$ cat config.mk
export PLATFORM = sky130hd
export DESIGN_NAME = centroid_key_decoder
export DESIGN_NICKNAME = d
export VERILOG_FILES = /design/src/rtl/centroid_key_decoder.sv
export SDC_FILE = /design/constraint.sdc
export NUM_CORES = 1
export LEC_CHECK = 0
export ABC_AREA = 1
export BUFFER_PORTS_ARGS = -buffer_cell sky130_fd_sc_hd__buf_4
export CAP_MARGIN = 25
export CELL_PAD_IN_SITES_DETAIL_PLACEMENT = 2
export CELL_PAD_IN_SITES_GLOBAL_PLACEMENT = 2
export CORE_MARGIN = 2
export CORE_UTILIZATION = 36
export CTS_BUF_LIST = sky130_fd_sc_hd__clkbuf_4 sky130_fd_sc_hd__clkbuf_8 sky130_fd_sc_hd__clkbuf_16
export DETAILED_ROUTE_END_ITERATION = 10
export PLACE_DENSITY_LB_ADDON = 0.1
export SLEW_MARGIN = 20
export SYNTH_ARGS = -nofsm -noshare
export SYNTH_HDL_FRONTEND = slang
export SYNTH_SLANG_ARGS = --single-unit
$ cat constraint.sdc
create_clock -name clk_in -period 4.2 [get_ports clk_in]
set_clock_uncertainty 0.1 [all_clocks]
set_input_delay 0.21 -clock clk_in [delete_from_list [all_inputs] [get_ports clk_in]]
set_output_delay 0.21 -clock clk_in [all_outputs]
set_load 0.01 [all_outputs]
$ cat src/rtl/centroid_key_decoder.sv
// centroid_key_decoder
//   Accumulates the coordinates of flagged pixels over a frame. On tabulate it
//   divides the X/Y sums by the pixel count (restoring divider, one quotient bit
//   per cycle, both axes in parallel), maps the centroid onto a
//   KEY_COLS x KEY_ROWS zone grid, and debounces the key over STABLE_FRAMES
//   consecutive frames before committing it.
// Ports:
//   clk_in, rst_in         clock, synchronous active-high reset
//   x_in, y_in, valid_in   flagged pixel coordinates
//   tabulate_in            end-of-frame strobe (ignored while busy)
//   busy_out               frame being processed
//   centroid_x/y_out       last computed centroid
//   key_index_out          committed key (row*KEY_COLS+col)
//   key_present_out        committed key is present
//   key_valid_out          one-cycle pulse per processed frame
//   key_press_out          pulse with key_valid_out when a new present key commits
module centroid_key_decoder #(
  parameter int H_BITS        = 11,
  parameter int V_BITS        = 10,
  parameter int MAX_PIXELS    = 921600,
  parameter int KEY_COLS      = 4,
  parameter int KEY_ROWS      = 2,
  parameter int ZONE_W        = 256,
  parameter int ZONE_H        = 360,
  parameter int MIN_COUNT     = 16,
  parameter int STABLE_FRAMES = 3
) (
  input  logic              clk_in,
  input  logic              rst_in,
  input  logic [H_BITS-1:0] x_in,
  input  logic [V_BITS-1:0] y_in,
  input  logic              valid_in,
  input  logic              tabulate_in,
  output logic              busy_out,
  output logic [H_BITS-1:0] centroid_x_out,
  output logic [V_BITS-1:0] centroid_y_out,
  output logic [((KEY_COLS*KEY_ROWS > 1) ? $clog2(KEY_COLS*KEY_ROWS) : 1)-1:0] key_index_out,
  output logic              key_present_out,
  output logic              key_valid_out,
  output logic              key_press_out
);
  localparam int CNT_W   = $clog2(MAX_PIXELS+1);
  localparam int ACC_X_W = H_BITS + CNT_W;
  localparam int ACC_Y_W = V_BITS + CNT_W;
  localparam int IDX_W   = (KEY_COLS*KEY_ROWS > 1) ? $clog2(KEY_COLS*KEY_ROWS) : 1;
  localparam int DCNT_W  = $clog2(ACC_X_W+1);
  localparam int SCNT_W  = $clog2(STABLE_FRAMES+1);

  localparam logic [1:0] S_IDLE     = 2'd0;
  localparam logic [1:0] S_DIVIDE   = 2'd1;
  localparam logic [1:0] S_CLASSIFY = 2'd2;
  localparam logic [1:0] S_REPORT   = 2'd3;

  logic [1:0]         state_q, state_d;
  logic [ACC_X_W-1:0] sum_x_q, sum_x_d, sum_x_n;
  logic [ACC_Y_W-1:0] sum_y_q, sum_y_d, sum_y_n;
  logic [CNT_W-1:0]   count_q, count_d, count_n;
  logic               pix_ok;

  logic [ACC_X_W-1:0] dvd_x_q, dvd_x_d;
  logic [ACC_Y_W-1:0] dvd_y_q, dvd_y_d;
  logic [CNT_W-1:0]   dvsr_q, dvsr_d;
  logic [CNT_W-1:0]   rem_x_q, rem_x_d, rem_y_q, rem_y_d;
  logic [CNT_W:0]     trial_x, trial_y;
  logic [H_BITS-1:0]  quo_x_q, quo_x_d;
  logic [V_BITS-1:0]  quo_y_q, quo_y_d;
  logic [DCNT_W-1:0]  div_cnt_q, div_cnt_d;
  logic               raw_present_q, raw_present_d;

  logic [H_BITS-1:0]  cx_q, cx_d;
  logic [V_BITS-1:0]  cy_q, cy_d;
  logic [IDX_W-1:0]   col_c, row_c, raw_idx;
  logic               cand_present_q, cand_present_d;
  logic [IDX_W-1:0]   cand_idx_q, cand_idx_d;
  logic [SCNT_W-1:0]  stable_q, stable_d;
  logic               comm_present_q, comm_present_d;
  logic [IDX_W-1:0]   comm_idx_q, comm_idx_d;
  logic               armed_q, armed_d;

  // Zone lookup: count how many zone boundaries the centroid has passed.
  // Stopping at KEY_COLS-1 / KEY_ROWS-1 boundaries gives the clamp for free.
  always_comb begin
    col_c = '0;
    row_c = '0;
    for (int k = 1; k < KEY_COLS; k++)
      if (32'(cx_q) >= 32'(k*ZONE_W)) col_c = col_c + IDX_W'(1);
    for (int k = 1; k < KEY_ROWS; k++)
      if (32'(cy_q) >= 32'(k*ZONE_H)) row_c = row_c + IDX_W'(1);
    raw_idx = raw_present_q ? (row_c * IDX_W'(KEY_COLS) + col_c) : '0;
  end

  always_comb begin
    state_d        = state_q;
    dvd_x_d        = dvd_x_q;
    dvd_y_d        = dvd_y_q;
    dvsr_d         = dvsr_q;
    rem_x_d        = rem_x_q;
    rem_y_d        = rem_y_q;
    quo_x_d        = quo_x_q;
    quo_y_d        = quo_y_q;
    div_cnt_d      = div_cnt_q;
    raw_present_d  = raw_present_q;
    cx_d           = cx_q;
    cy_d           = cy_q;
    cand_present_d = cand_present_q;
    cand_idx_d     = cand_idx_q;
    stable_d       = stable_q;
    comm_present_d = comm_present_q;
    comm_idx_d     = comm_idx_q;
    armed_d        = armed_q;
    trial_x        = {rem_x_q, dvd_x_q[ACC_X_W-1]};
    trial_y        = {rem_y_q, dvd_y_q[ACC_Y_W-1]};

    // Accumulation runs in every state so pixels arriving while busy land in
    // the next frame; saturating the count freezes the sums with it.
    pix_ok  = valid_in && (count_q < CNT_W'(MAX_PIXELS));
    sum_x_n = sum_x_q + (pix_ok ? ACC_X_W'(x_in) : '0);
    sum_y_n = sum_y_q + (pix_ok ? ACC_Y_W'(y_in) : '0);
    count_n = count_q + (pix_ok ? CNT_W'(1) : '0);
    sum_x_d = sum_x_n;
    sum_y_d = sum_y_n;
    count_d = count_n;

    case (state_q)
      S_IDLE: begin
        if (tabulate_in) begin
          dvd_x_d   = sum_x_n;
          dvd_y_d   = sum_y_n;
          dvsr_d    = count_n;
          rem_x_d   = '0;
          rem_y_d   = '0;
          quo_x_d   = '0;
          quo_y_d   = '0;
          div_cnt_d = '0;
          sum_x_d   = '0;
          sum_y_d   = '0;
          count_d   = '0;
          if (count_n < CNT_W'(MIN_COUNT)) begin
            raw_present_d = 1'b0;
            state_d       = S_CLASSIFY;
          end else begin
            raw_present_d = 1'b1;
            state_d       = S_DIVIDE;
          end
        end
      end
      S_DIVIDE: begin
        // Quotient registers keep only the low bits: the true quotient is
        // bounded by the largest coordinate, so the shifted-out bits are zero.
        dvd_x_d = {dvd_x_q[ACC_X_W-2:0], 1'b0};
        if (trial_x >= {1'b0, dvsr_q}) begin
          rem_x_d = CNT_W'(trial_x - {1'b0, dvsr_q});
          quo_x_d = {quo_x_q[H_BITS-2:0], 1'b1};
        end else begin
          rem_x_d = trial_x[CNT_W-1:0];
          quo_x_d = {quo_x_q[H_BITS-2:0], 1'b0};
        end
        // Y dividend is one bit narrower: it finishes early and holds.
        if (div_cnt_q < DCNT_W'(ACC_Y_W)) begin
          dvd_y_d = {dvd_y_q[ACC_Y_W-2:0], 1'b0};
          if (trial_y >= {1'b0, dvsr_q}) begin
            rem_y_d = CNT_W'(trial_y - {1'b0, dvsr_q});
            quo_y_d = {quo_y_q[V_BITS-2:0], 1'b1};
          end else begin
            rem_y_d = trial_y[CNT_W-1:0];
            quo_y_d = {quo_y_q[V_BITS-2:0], 1'b0};
          end
        end
        div_cnt_d = div_cnt_q + DCNT_W'(1);
        if (div_cnt_q == DCNT_W'(ACC_X_W-1)) begin
          cx_d    = quo_x_d;
          cy_d    = quo_y_d;
          state_d = S_CLASSIFY;
        end
      end
      S_CLASSIFY: begin
        // stable_q never exceeds STABLE_FRAMES, so "not yet there" is the min().
        if (raw_present_q == cand_present_q && raw_idx == cand_idx_q) begin
          if (stable_q != SCNT_W'(STABLE_FRAMES)) stable_d = stable_q + SCNT_W'(1);
        end else begin
          cand_present_d = raw_present_q;
          cand_idx_d     = raw_idx;
          stable_d       = SCNT_W'(1);
        end
        armed_d = 1'b0;
        if (stable_d == SCNT_W'(STABLE_FRAMES) &&
            (cand_present_d != comm_present_q || cand_idx_d != comm_idx_q)) begin
          comm_present_d = cand_present_d;
          comm_idx_d     = cand_idx_d;
          armed_d        = cand_present_d;  // releases commit silently
        end
        state_d = S_REPORT;
      end
      default: state_d = S_IDLE;
    endcase
  end

  always_ff @(posedge clk_in) begin
    if (rst_in) begin
      state_q        <= S_IDLE;
      sum_x_q        <= '0;
      sum_y_q        <= '0;
      count_q        <= '0;
      dvd_x_q        <= '0;
      dvd_y_q        <= '0;
      dvsr_q         <= '0;
      rem_x_q        <= '0;
      rem_y_q        <= '0;
      quo_x_q        <= '0;
      quo_y_q        <= '0;
      div_cnt_q      <= '0;
      raw_present_q  <= 1'b0;
      cx_q           <= '0;
      cy_q           <= '0;
      cand_present_q <= 1'b0;
      cand_idx_q     <= '0;
      stable_q       <= '0;
      comm_present_q <= 1'b0;
      comm_idx_q     <= '0;
      armed_q        <= 1'b0;
    end else begin
      state_q        <= state_d;
      sum_x_q        <= sum_x_d;
      sum_y_q        <= sum_y_d;
      count_q        <= count_d;
      dvd_x_q        <= dvd_x_d;
      dvd_y_q        <= dvd_y_d;
      dvsr_q         <= dvsr_d;
      rem_x_q        <= rem_x_d;
      rem_y_q        <= rem_y_d;
      quo_x_q        <= quo_x_d;
      quo_y_q        <= quo_y_d;
      div_cnt_q      <= div_cnt_d;
      raw_present_q  <= raw_present_d;
      cx_q           <= cx_d;
      cy_q           <= cy_d;
      cand_present_q <= cand_present_d;
      cand_idx_q     <= cand_idx_d;
      stable_q       <= stable_d;
      comm_present_q <= comm_present_d;
      comm_idx_q     <= comm_idx_d;
      armed_q        <= armed_d;
    end
  end

  assign busy_out        = (state_q != S_IDLE);
  assign centroid_x_out  = cx_q;
  assign centroid_y_out  = cy_q;
  assign key_index_out   = comm_idx_q;
  assign key_present_out = comm_present_q;
  assign key_valid_out   = (state_q == S_REPORT);
  assign key_press_out   = (state_q == S_REPORT) && armed_q;
endmodule

# Word-level counts from Yosys, hierarchy flattened
# Index checks and enable logic that the tools add are counted.
# Widths: inputs -> output; s select.
# classes
add_sub_neg,10
n_lt_le_gt_ge,9
n_eq_ne,13
n_mux,47
reduce_logical,14
# op_table
operator,n
$mux 20,6
$mux 30,4
$mux 31,3
$pmux 20 s2,2
$pmux 31 s2,1
$pmux 30 s2,1
$ge 21x20->1,2
$mux 10,4
$pmux 10 s2,2
$sub 20x20->20,2
$add 31x11->31,1
$add 30x10->30,1
$ge 11x10->1 const B,2
$add 20x1->20,1
$lt 20x20->1 const B,1
$lt 20x5->1 const B,1
$mux 3,5
$mux 2,6
$ge 11x9->1 const B,1
$mux 11,1
$ge 10x9->1 const B,1
$pmux 5 s2,1
$reduce_and 2->1,5
$mux 1,9
20 further kinds,30
# totals
reg_bits,262
out_inout_bits,28
word_cells,114

# Longest topological paths before layout
# Gate-level depths: netlist of the first run.
# logic_depth
depth_word,16
ltp_mapped,22
mapped_depth_nobuf,21

# Worst setup path after synthesis of the first run
# Ideal clock, no wire load.
# synth_path
kind,reg-to-reg
start,reg count_q[12]
end,reg dvd_y_q[28]
setup_ns,0.070
arrival_time_ns,2.766
required_ns,4.030
setup_slack_ns,1.264
path_stages_with_launch,22
path_buffers,1
path_cell_list,dfxtp_1 -> nor3_1 -> nand3_1 -> nand3_1 -> and2_1 -> inv_1 -> clkbuf_1 -> nor2_1 -> ha_1 -> inv_1 -> fa_1 -> inv_1 -> nand3_1 -> nand2_1 -> nand2_1 -> nand2_1 -> a21oi_2 -> nor2_1 -> nand2_1 -> xor2_1 -> nand2_1 -> a21oi_1
# synth_between
elab_chain_len,6
# synth_rtl
item,line_no,source
from (decl),57,"logic [CNT_W-1:0] count_q, count_d, count_n;"
from (signal assigned),225,count_q <= count_d;
$lt 20x20->1,116,pix_ok = valid_in && (count_q < CNT_W'(MAX_PIXELS));
$logic_and 1x1->1,116,
$mux 10,118,sum_y_n = sum_y_q + (pix_ok ? ACC_Y_W'(y_in) : '0);
$add 30x10->30,118,
$mux 30,126,if (tabulate_in) begin
$pmux 30 s2,124,case (state_q)
to (signal assigned),227,dvd_y_q <= dvd_y_d;
to (decl),61,"logic [ACC_Y_W-1:0] dvd_y_q, dvd_y_d;"
# No other way between the ends. The select of a mux whose other input is x is not followed.
# A chain may end at the register's enable or synchronous reset.

# Worst setup path in the final report of the first run
# layout_path
start,reg count_q[16]
end,reg dvd_x_q[26]
# layout_between
elab_chain_len,6
# layout_rtl
item,line_no,source
$lt 20x20->1,116,
$logic_and 1x1->1,116,
$mux 11,117,sum_x_n = sum_x_q + (pix_ok ? ACC_X_W'(x_in) : '0);
$add 31x11->31,117,
$mux 31,126,
$pmux 31 s2,124,
to (signal assigned),226,dvd_x_q <= dvd_x_d;
to (decl),60,"logic [ACC_X_W-1:0] dvd_x_q, dvd_x_d;"
# No other way between the ends. The select of a mux whose other input is x is not followed.

==> run_results.csv, run 1 <==
group,metric,value,unit
placement,gp_congestion,0.8511,
cts,tritoncts,"built",
global_route,antenna_found_initial,0,
cts,clockBufferDepth,3,
timing,setup_ws,0.6572,ns
floorplan,pin_count,53,
floorplan,fp-row-count,75,
cts,postCtsSetupBuffers,0,
run,drv_cap,0,
drt,wirelength,54.47,mm
floorplan,die_w,208.9,µm
floorplan,die_h,208.9,µm
yosys,synth_top_area_share,34.69,%
power,vdd.ir_drop.worst,0.8937,mV
yosys,ys_seq_area_share,34.69,%
timing,holdWs,0.07335,ns
yosys,syn_avg_cell_area,6.729,µm²
power,combinationalPowerShare,57.8,%
drt,ant_nets,0,
timing,layout_worst_path_cycle_share,84.35,%
run_status,status,"complete, no violations",
power,p_int,7.644,mW
timing,post-route-min-period,3.543,ns
yosys,yosysWarnings,0,
critical_path,worstReg2RegEnd,"dvd_x_q[26]",
timing,slew_viol_final,0,
placement,pre_cts_ws,0.6650,ns
min_path,hold_depth,6,
cts,cts_made_buffers,35,
placement,dp.cells,2775,
finish,antenna_cells,0,
yosys,syn_area,0.01512,mm²
cts,htree_levels,2,
yosys,ys_ff_latch,262,
critical_path,crit_arrival,3.85,ns
yosys,yosys-top-cells-area,"dfxtp_1, nand2_1, a21oi_1",
cts,path_clk_slew,0.06,ns
yosys,synth-async-reset-ratio,0,%
critical_path,r2r_start,"count_q[16]",
finish,fin_area,0.01727,mm²
critical_path,startpoint_type,"flip-flop",
power,p_leak,7.438,nW
timing,rsz0062_at_grt,"false",
floorplan,die-area,0.04365,mm²
power,sw_frac_of_total,48.62,%
critical_path,cp.required,4.50,ns
min_path,hp-class,"input pin to flip-flop",
drt,drc,0,
power,p_seq_share,20.6,%
critical_path,critical_path_class,"flip-flop to flip-flop",
drt,route.detailed.vias_per_inst,5.289,
drt,drt-initial-drc-count,532,
timing,hold_viol,0,
critical_path,cp_max_fo,19,
timing,worst_slew_pin_slew,1.005,ns
min_path,min_to,"sum_x_q[0]",
yosys,syn_inst,2247,
yosys,ys.flop_type,"dfxtp_1",
global_route,grt_usage,25.19,%
floorplan,initial_utilization,36.29,%
critical_path,reg2regPathDepth,17,
global_route,grt_max_degree,83,
floorplan,coreArea,0.04167,mm²
critical_path,worst-r2r-setup-slack,0.66,ns
power,p_total,14.88,mW
timing,setup_viol,0,
finish,final_cells,2840,
global_route,grt_first_pass_wirelength,88.06,mm
global_route,grt_overflow_total,0,
timing,max-slew-margin-rel,33.01,%
finish,post-route-util,41.45,%
yosys,ys_types,54,
timing,fmax,282.3,MHz
finish,fin_nets,2377,
drt,wire_per_inst,19.18,µm
critical_path,cp-end-kind,"flip-flop",
placement,place_hpwl,39.82,mm
yosys,post-synth-top-count-cell,"nand2_1",
yosys,synth_area_leader_cell,"dfxtp_1",
finish,nFillCells,5017,
power,pwr_density_cell,861.4,mW/mm²
power,p_switching,7.232,mW
drt,drt-pass1-iter-count,5,
yosys,synth.net_count,2348,
min_path,hold_path.startpoint,"x_in[0]",
yosys,synth_common_cells,"nand2_1, nor2_1, dfxtp_1",
finish,area_growth,14.22,%
placement,io_buffers,52,
drt,vias,15021,
placement,dpl-instance-area,0.01601,mm²
finish,seq_area,0.005245,mm²
finish,multiInputGateArea,0.008600,mm²
yosys,synth-edff-count,0,
cts,root_buffer,"clkbuf_16",
cts,clk_latency,0.55,ns
cts,cts.sinks,262,
timing,fin_tns_setup,0,ns
global_route,grt_pass1_vias,16444,
power,clkPwrFrac,21.6,%
finish,drive_gt1_share,8.648,%
==> how the worst max path moves through the flow <==
stage / startpoint / end / slack [ns]
floorplan: count_q[12] / dvd_y_q[28] / 1.26
global placement: count_q[16] / dvd_x_q[26] / 0.78
detailed placement: count_q[16] / dvd_x_q[26] / 0.67
CTS: count_q[16] / dvd_x_q[26] / 0.62
global route: count_q[16] / dvd_x_q[26] / 0.41
finish: count_q[16] / dvd_x_q[26] / 0.66
==> layout make-up <==
cell class	count	share of cell area, %
multi-input cells	1647	49.80
flip-flops and latches	262	30.37
clock buffers	47	5.811
inverters	258	5.608
well taps	539	3.905
repair buffers	72	3.231
clock inverters	15	1.275
==> what timing repair did <==
item	CTS	global route
resized for setup	0	0
hold buffers	2	0
hold endpoints to repair	20	0
==> power groups by stage <==
stage,Sequential (mW),Clock (mW),Combinational [mW]
after floorplan,3.03,0,6.45
after CTS,3.07,3.29,8.70
after global routing,3.11,3.39,9.76
final,3.07,3.21,8.60
after detailed placement,3.11,0,8.59
after global placement,3.10,0,8.20
==> routing by layer <==
| metal | share of wire [%] | up-vias | global-route usage, % |
|---|---|---|---|
| met5 | 0 | - | 0 |
| met4 | 2.0 | 0 | 6.626 |
| met3 | 2.3 | 64 | 2.870 |
| met2 | 50 | 129 | 46.38 |
| met1 | 45 | 7456 | 31.00 |
| li1 | - | 7372 | - |
==> cells by family after synthesis <==
logic type,after synthesis,share of synthesized area (%)
compound gates,456,17.04
xor+xnor,62,3.641
fa+ha+maj,76,6.488
buf+inv,338,8.598
flops,262,34.69
mux,1,0.06621
simple gates,1052,29.48
==> worst max-delay path, cell delays in order, from the launching register on <==
cell and delay, ns:
dfxtp_1 0.42, nor3_1 0.07, nand3_1 0.09, nand3_1 0.09, and2_1 0.18, inv_1 0.08
buf_4 0.29, nor2_1 0.10, ha_1 0.37, nand2_1 0.17, nor2_1 0.21, nand4_1 0.10
o21ai_0 0.51, nand3_1 0.19, nand3_1 0.14, nand2_1 0.07, a21oi_1 0.14, nor2_1 0.05
==> cell usage in the layout (no fill, tap or decap), types with 5 or more instances in the layout <==
cell type / n
nor2_2: 9
inv_2: 10
clkbuf_4: 6
inv_1: 247
nand3_2: 5
clkbuf_16: 35
a21oi_1: 212
nor4_1: 5
o21ai_1: 13
xnor2_1: 24
clkbuf_8: 6
nor2_4: 6
o21a_1: 13
ha_1: 71
nor3_1: 27
a21o_1: 17
bufinv_16: 5
nand2_1: 544
xor2_1: 37
nand2_2: 5
o21ai_2: 5
buf_4: 69
o21ai_0: 104
a31oi_1: 18
or2_1: 12
nand3_1: 103
or2_2: 9
nand3b_1: 10
nand4_1: 28
o22ai_1: 29
o211ai_1: 20
nor2_1: 274
dfxtp_1: 262
a21oi_2: 7
o21bai_1: 7
==> state kept, by name, indices dropped and copies added, names as in the netlist <==
register / count
armed_q: 1
cand_idx_q: 3
cand_present_q: 1
centroid_x_out: 11
centroid_y_out: 10
count_q: 20
div_cnt_q: 5
dvd_x_q: 31
dvd_y_q: 30
dvsr_q: 20
key_index_out: 3
key_present_out: 1
quo_x_q: 10
quo_y_q: 10
raw_present_q: 1
rem_x_q: 20
rem_y_q: 20
stable_q: 2
state_q: 2
sum_x_q: 31
sum_y_q: 30
Power figures use the tool's default switching activity.
==> run 2, diff against run 1 <==
- CORE_UTILIZATION: 36 -> 32
- clock period: 4.2 -> 2.9 ns (I/O delays scaled with it)
==> run_results.csv, run 2 (same netlist as run 1, synthesis figures left out) <==
group,metric,value,unit
cts,tritoncts,"built",
timing,fin_tns_setup,-0.4663,ns
finish,fin_nets,2523,
timing,slew_viol_final,0,
global_route,grt_max_degree,97,
power,pwr_density_cell,1157,mW/mm²
timing,worst_slew_pin_slew,0.7232,ns
run_status,status,"finished, violations left",
finish,final_cell_mix,"nand2_1, dfxtp_1, inv_1, nor2_1, buf_4",
timing,rsz0062_at_grt,"true",
drt,wire_per_inst,20.47,µm
cts,root_buffer,"clkbuf_16",
timing,fmax,337.8,MHz
global_route,antenna_found_initial,0,
critical_path,startpoint_type,"flip-flop",
timing,post-route-min-period,2.961,ns
power,p_leak,8.419,nW
placement,io_buffers,52,
drt,route.detailed.vias_per_inst,5.183,
drt,ant_nets,0,
critical_path,cp-end-kind,"flip-flop",
global_route,grt_usage,23.77,%
critical_path,slowest_delay,0.32,ns
floorplan,die-area,0.04900,mm²
drt,drt-pass1-iter-count,5,
global_route,grt_pass1_vias,17071,
finish,reg_top3,"dvd_x_q (31), sum_x_q (31)",
timing,setup_ws,-0.06070,ns
cts,clockBufferDepth,3,
finish,nFillCells,5322,
floorplan,pin_count,53,
drt,vias,15828,
drt,drt-initial-drc-count,719,
floorplan,die_h,221.4,µm
run,drv_cap,0,
cts,cts_made_buffers,35,
drt,wirelength,62.52,mm
critical_path,crit_arrival,3.35,ns
placement,place_hpwl,42.55,mm
critical_path,critical_path_class,"flip-flop to flip-flop",
timing,setup_viol,15,
critical_path,path_cells,"nor3_2 > nand3_1 > nand3_1 > and2_4 > inv_8 > buf_8 > nor2_4 > ha_4 > inv_2 > o21bai_2 > a21oi_2 > nand2_4 > a21oi_4 > inv_1 > nand2_1 > buf_4 > nand2_1 > nand2_2 > nand2_2 > a21oi_2",
global_route,grt_overflow_total,0,
floorplan,fp-row-count,79,
power,vdd.ir_drop.worst,2.837,mV
timing,max-slew-margin-rel,51.67,%
cts,htree_levels,2,
timing,layout_worst_path_cycle_share,102.1,%
critical_path,cp_max_fo,8,
drt,drc,0,
placement,gp_congestion,0.8559,
timing,hold_viol,0,
cts,path_clk_slew,0.06,ns
run_status,violations,"negative setup slack",
critical_path,path_depth,20,
critical_path,cp.required,3.29,ns
power,p_total,22.81,mW
global_route,grt_first_pass_wirelength,93.98,mm
min_path,hold_depth,6,
timing,holdWs,0.03270,ns
finish,drive_gt1_share,21.95,%
finish,area_growth,30.33,%
critical_path,reg2regPathDepth,20,
floorplan,coreArea,0.04656,mm²
critical_path,slowest_stage,"dfxtp_2",
critical_path,cp_num_buf_inv,5,
floorplan,initial_utilization,32.48,%
floorplan,die_w,221.4,µm
finish,antenna_cells,0,
finish,final_common_cell,"nand2_1",
cts,cts.sinks,262,
cts,clk_latency,0.56,ns
critical_path,cp_top_family,"simple AND/OR/NAND/NOR gates",
min_path,hp-class,"input pin to flip-flop",
-- run 2: worst paths after layout --
| check | startpoint | to | slack (ns) |
|---|---|---|---|
| worst min-delay path | x_in[0] | sum_x_q[0] | 0.03 |
| worst min register to register | quo_x_q[9] | quo_x_q[9] | 0.36 |
| worst max register to register | count_q[16] | dvd_y_q[26] | -0.06 |
| worst max-delay path | count_q[16] | dvd_y_q[26] | -0.06 |
-- run 2: repair_timing --
item / 4_1_cts / 5_1_grt
endpoints found under the setup margin: 99 / 90
buffers inserted: 4 / 30
hold endpoints to repair: 2 / 0
gates resized for setup: 65 / 221
hold buffers: 1 / 0
cloned: 0 / 0
pin swaps: 18 / 94
-- run 2: cell type report --
cell class                      count  area (µm²)  share of cell area (%)
Multi-Input combinational cell   1647        9774                   49.60
Sequential cell                   262        5249                   26.64
Timing Repair Buffer              218        1728                   8.769
Clock buffer                       52        1082                   5.492
Inverter                          258       980.9                   4.978
Tap cell                          607       759.5                   3.854
Clock inverter                     10       131.4                  0.6667
-- run 2: worst register-to-register path, cell delays in order (launching register included) --
cell and delay [ns]:
dfxtp_2 0.32, nor3_2 0.17, nand3_1 0.10, nand3_1 0.10, and2_4 0.19, inv_8 0.06
buf_8 0.15, nor2_4 0.11, ha_4 0.23, inv_2 0.07, o21bai_2 0.10, a21oi_2 0.20
nand2_4 0.09, a21oi_4 0.24, inv_1 0.08, nand2_1 0.08, buf_4 0.11, nand2_1 0.10
nand2_2 0.10, nand2_2 0.05, a21oi_2 0.14
-- run 2: routing by layer --
| layer | vias up | global-route usage [%] | wire [µm] |
|---|---|---|---|
| li1 | 7657 | - | - |
| met1 | 7915 | 30.19 | 28210 |
| met2 | 165 | 41.79 | 31170 |
| met3 | 91 | 3.572 | 1593 |
| met4 | 0 | 6.300 | 1547 |
| met5 | - | 0 | 0 |
-- run 2: where the power goes --
| group | total (mW) | switching, mW | internal (mW) |
|---|---|---|---|
| registers | 4.48 | 0.380 | 4.10 |
| clock network | 4.65 | 1.81 | 2.85 |
| logic | 13.7 | 8.93 | 4.75 |
| total | 22.8 | 11.1 | 11.7 |
-- run 2: metrics by stage --
stage | instance area, µm² | setup slack, ns | utilization, % | std cells
final | 19710 | -0.06070 | 42.33 | 3054
after global routing | 19710 | -0.2117 | 42.33 | 3054
after CTS | 18480 | -0.02681 | 39.69 | 3024
after detailed placement | 17000 | -0.4704 | 36.52 | 2957
after global placement | 17000 | -0.3129 | 36.52 | 2957
after floorplan | 15120 | 0.01444 | - | 2247
==> run 3, diff against run 2 <==
- BUFFER_PORTS_ARGS: -buffer_cell sky130_fd_sc_hd__buf_4 -> -buffer_cell sky130_fd_sc_hd__buf_2
- REMOVE_ABC_BUFFERS: default -> 1
==> run_results.csv, run 3 (same netlist as run 1, synthesis figures left out) <==
group,metric,value,unit
timing,layout_worst_path_cycle_share,107.6,%
timing,max-slew-margin-rel,50.19,%
global_route,grt_usage,23.64,%
critical_path,startpoint_type,"flip-flop",
global_route,grt_pass1_vias,17338,
timing,post-route-min-period,3.121,ns
cts,htree_levels,2,
run_status,status,"finished, violations left",
timing,fmax,320.4,MHz
power,vdd.ir_drop.worst,1.502,mV
floorplan,coreArea,0.04656,mm²
drt,drt-pass1-iter-count,6,
drt,route.detailed.vias_per_inst,5.219,
finish,final_common_cell,"nand2_1",
timing,worst_slew_pin_slew,0.7403,ns
global_route,grt_overflow_total,0,
floorplan,pin_count,53,
critical_path,crit_arrival,3.43,ns
critical_path,cp_max_fo,7,
cts,clk_latency,0.56,ns
critical_path,path_cells,"nor3_2 > nand3_1 > nand3_1 > and2_4 > inv_6 > buf_12 > buf_8 > nor2_4 > ha_4 > a21oi_4 > o21ai_2 > nor2_2 > o21bai_2 > nand2_2 > nand2_2 > nand3b_1 > nand2_1 > a21oi_2 > nor2_1",
drt,ant_nets,0,
cts,cts.sinks,262,
drt,wirelength,64.97,mm
power,p_leak,8.553,nW
drt,wire_per_inst,21.11,µm
finish,nFillCells,5393,
cts,cts_made_buffers,34,
floorplan,fp-row-count,79,
finish,area_growth,33.17,%
placement,gp_congestion,0.8472,
timing,slew_viol_final,0,
run,drv_cap,0,
floorplan,die_h,221.4,µm
cts,root_buffer,"clkbuf_16",
placement,io_buffers,52,
timing,hold_viol,0,
finish,antenna_cells,0,
drt,drc,0,
critical_path,critical_path_class,"flip-flop to flip-flop",
cts,tritoncts,"built",
critical_path,cp.required,3.21,ns
finish,drive_gt1_share,25.21,%
cts,path_clk_slew,0.06,ns
critical_path,slowest_delay,0.32,ns
finish,final_cell_mix,"nand2_1, dfxtp_1, inv_1",
global_route,grt_max_degree,97,
placement,place_hpwl,41.20,mm
drt,drt-initial-drc-count,562,
critical_path,cp-end-kind,"flip-flop",
floorplan,die-area,0.04900,mm²
timing,rsz0062_at_grt,"true",
floorplan,die_w,221.4,µm
cts,clockBufferDepth,3,
global_route,antenna_found_initial,1,
critical_path,slowest_stage,"dfxtp_2",
min_path,hp-class,"input pin to flip-flop",
drt,vias,16065,
placement,dpl-instance-area,0.01697,mm²
global_route,grt_first_pass_wirelength,93.63,mm
finish,reg_top3,"dvd_x_q (31), sum_x_q (31)",
run_status,violations,"negative setup slack",
placement,pre_cts_ws,-0.3582,ns
finish,fin_nets,2549,
timing,setup_viol,65,
timing,setup_ws,-0.2212,ns
power,pwr_density_cell,1132,mW/mm²
floorplan,initial_utilization,32.48,%
finish,fin_area,0.02013,mm²
run 3: cell count changes in the layout (fill, tap and decap cells not counted), sizes merged:
| cell | previous run | this run |
|---|---|---|
| clkinv | 7 | 2 |
| buf | 217 | 244 |
| bufinv | 3 | 4 |
| clkinvlp | 1 | 2 |
run 3: metal layers:
layer	track usage (%)	wire length (µm)	up-vias
met1	29.03	28010	8039
met5	0	13	-
met2	42.93	33380	206
met3	2.881	1571	115
met4	7.101	1988	2
li1	-	-	7703
run 3: stage by stage:
stage / hold WS (ns) / cells / util [%] / TNS [ns] / total power [mW]
2_1_floorplan: 0.1074 / 2167 / - / -133.19 / 12.93
3_3_place_gp: 0.3482 / 2967 / 36.45 / -4.388 / 17.03
3_5_place_dp: 0.3596 / 2967 / 36.45 / -15.98 / 17.54
4_1_cts: 0.02767 / 3054 / 40.83 / -0.2644 / 22.59
5_1_grt: 0.06369 / 3078 / 43.25 / -20.34 / 24.92
6_report: 0.05642 / 3078 / 43.25 / -5.982 / 22.80
run 3: timing repair:
action | in CTS | in global routing
resized for setup | 145 | 223
endpoints found under the hold margin | 2 | 0
pin swaps | 36 | 80
cloned | 1 | 0
setup buffers | 26 | 24
setup endpoints to repair | 103 | 112
hold buffers | 1 | 0
run 3: layout make-up:
cell class / instances / area [µm²] / area share (%)
Timing Repair Buffer: 245 / 1899 / 9.433
Tap cell: 607 / 759.5 / 3.772
Inverter: 258 / 975.9 / 4.847
Clock inverter: 7 / 140.1 / 0.6960
Multi-Input combinational cell: 1647 / 10030 / 49.83
Clock buffer: 52 / 1076 / 5.344
Sequential cell: 262 / 5251 / 26.08
run 3: worst max-delay path: cells and delay by family, from the launching register on:
kind,cells,cell delay (ns)
AND/OR/NAND/NOR,11,1.27
adder cells (fa/ha/maj),1,0.26
AO/OA/AOI/OAI,4,0.64
flip-flops,1,0.32
buffers and inverters,3,0.36
run 3: path summary, 6_finish.rpt:
kind	from	end	slack, ns	depth (start not counted)
setup / recovery	count_q[16]	dvd_x_q[24]	-0.22	19
hold / removal	y_in[1]	sum_y_q[1]	0.06	4
setup reg to reg	count_q[16]	dvd_x_q[24]	-0.22	19
hold reg to reg	quo_x_q[9]	quo_x_q[9]	0.37	2
run 3: power breakdown:
part           leakage, nW  total (mW)  internal [mW]  switching (mW)
logic                 5.83        13.6           4.85            8.78
registers             2.12        4.48           4.10           0.383
clock network        0.601        4.69           2.91            1.77
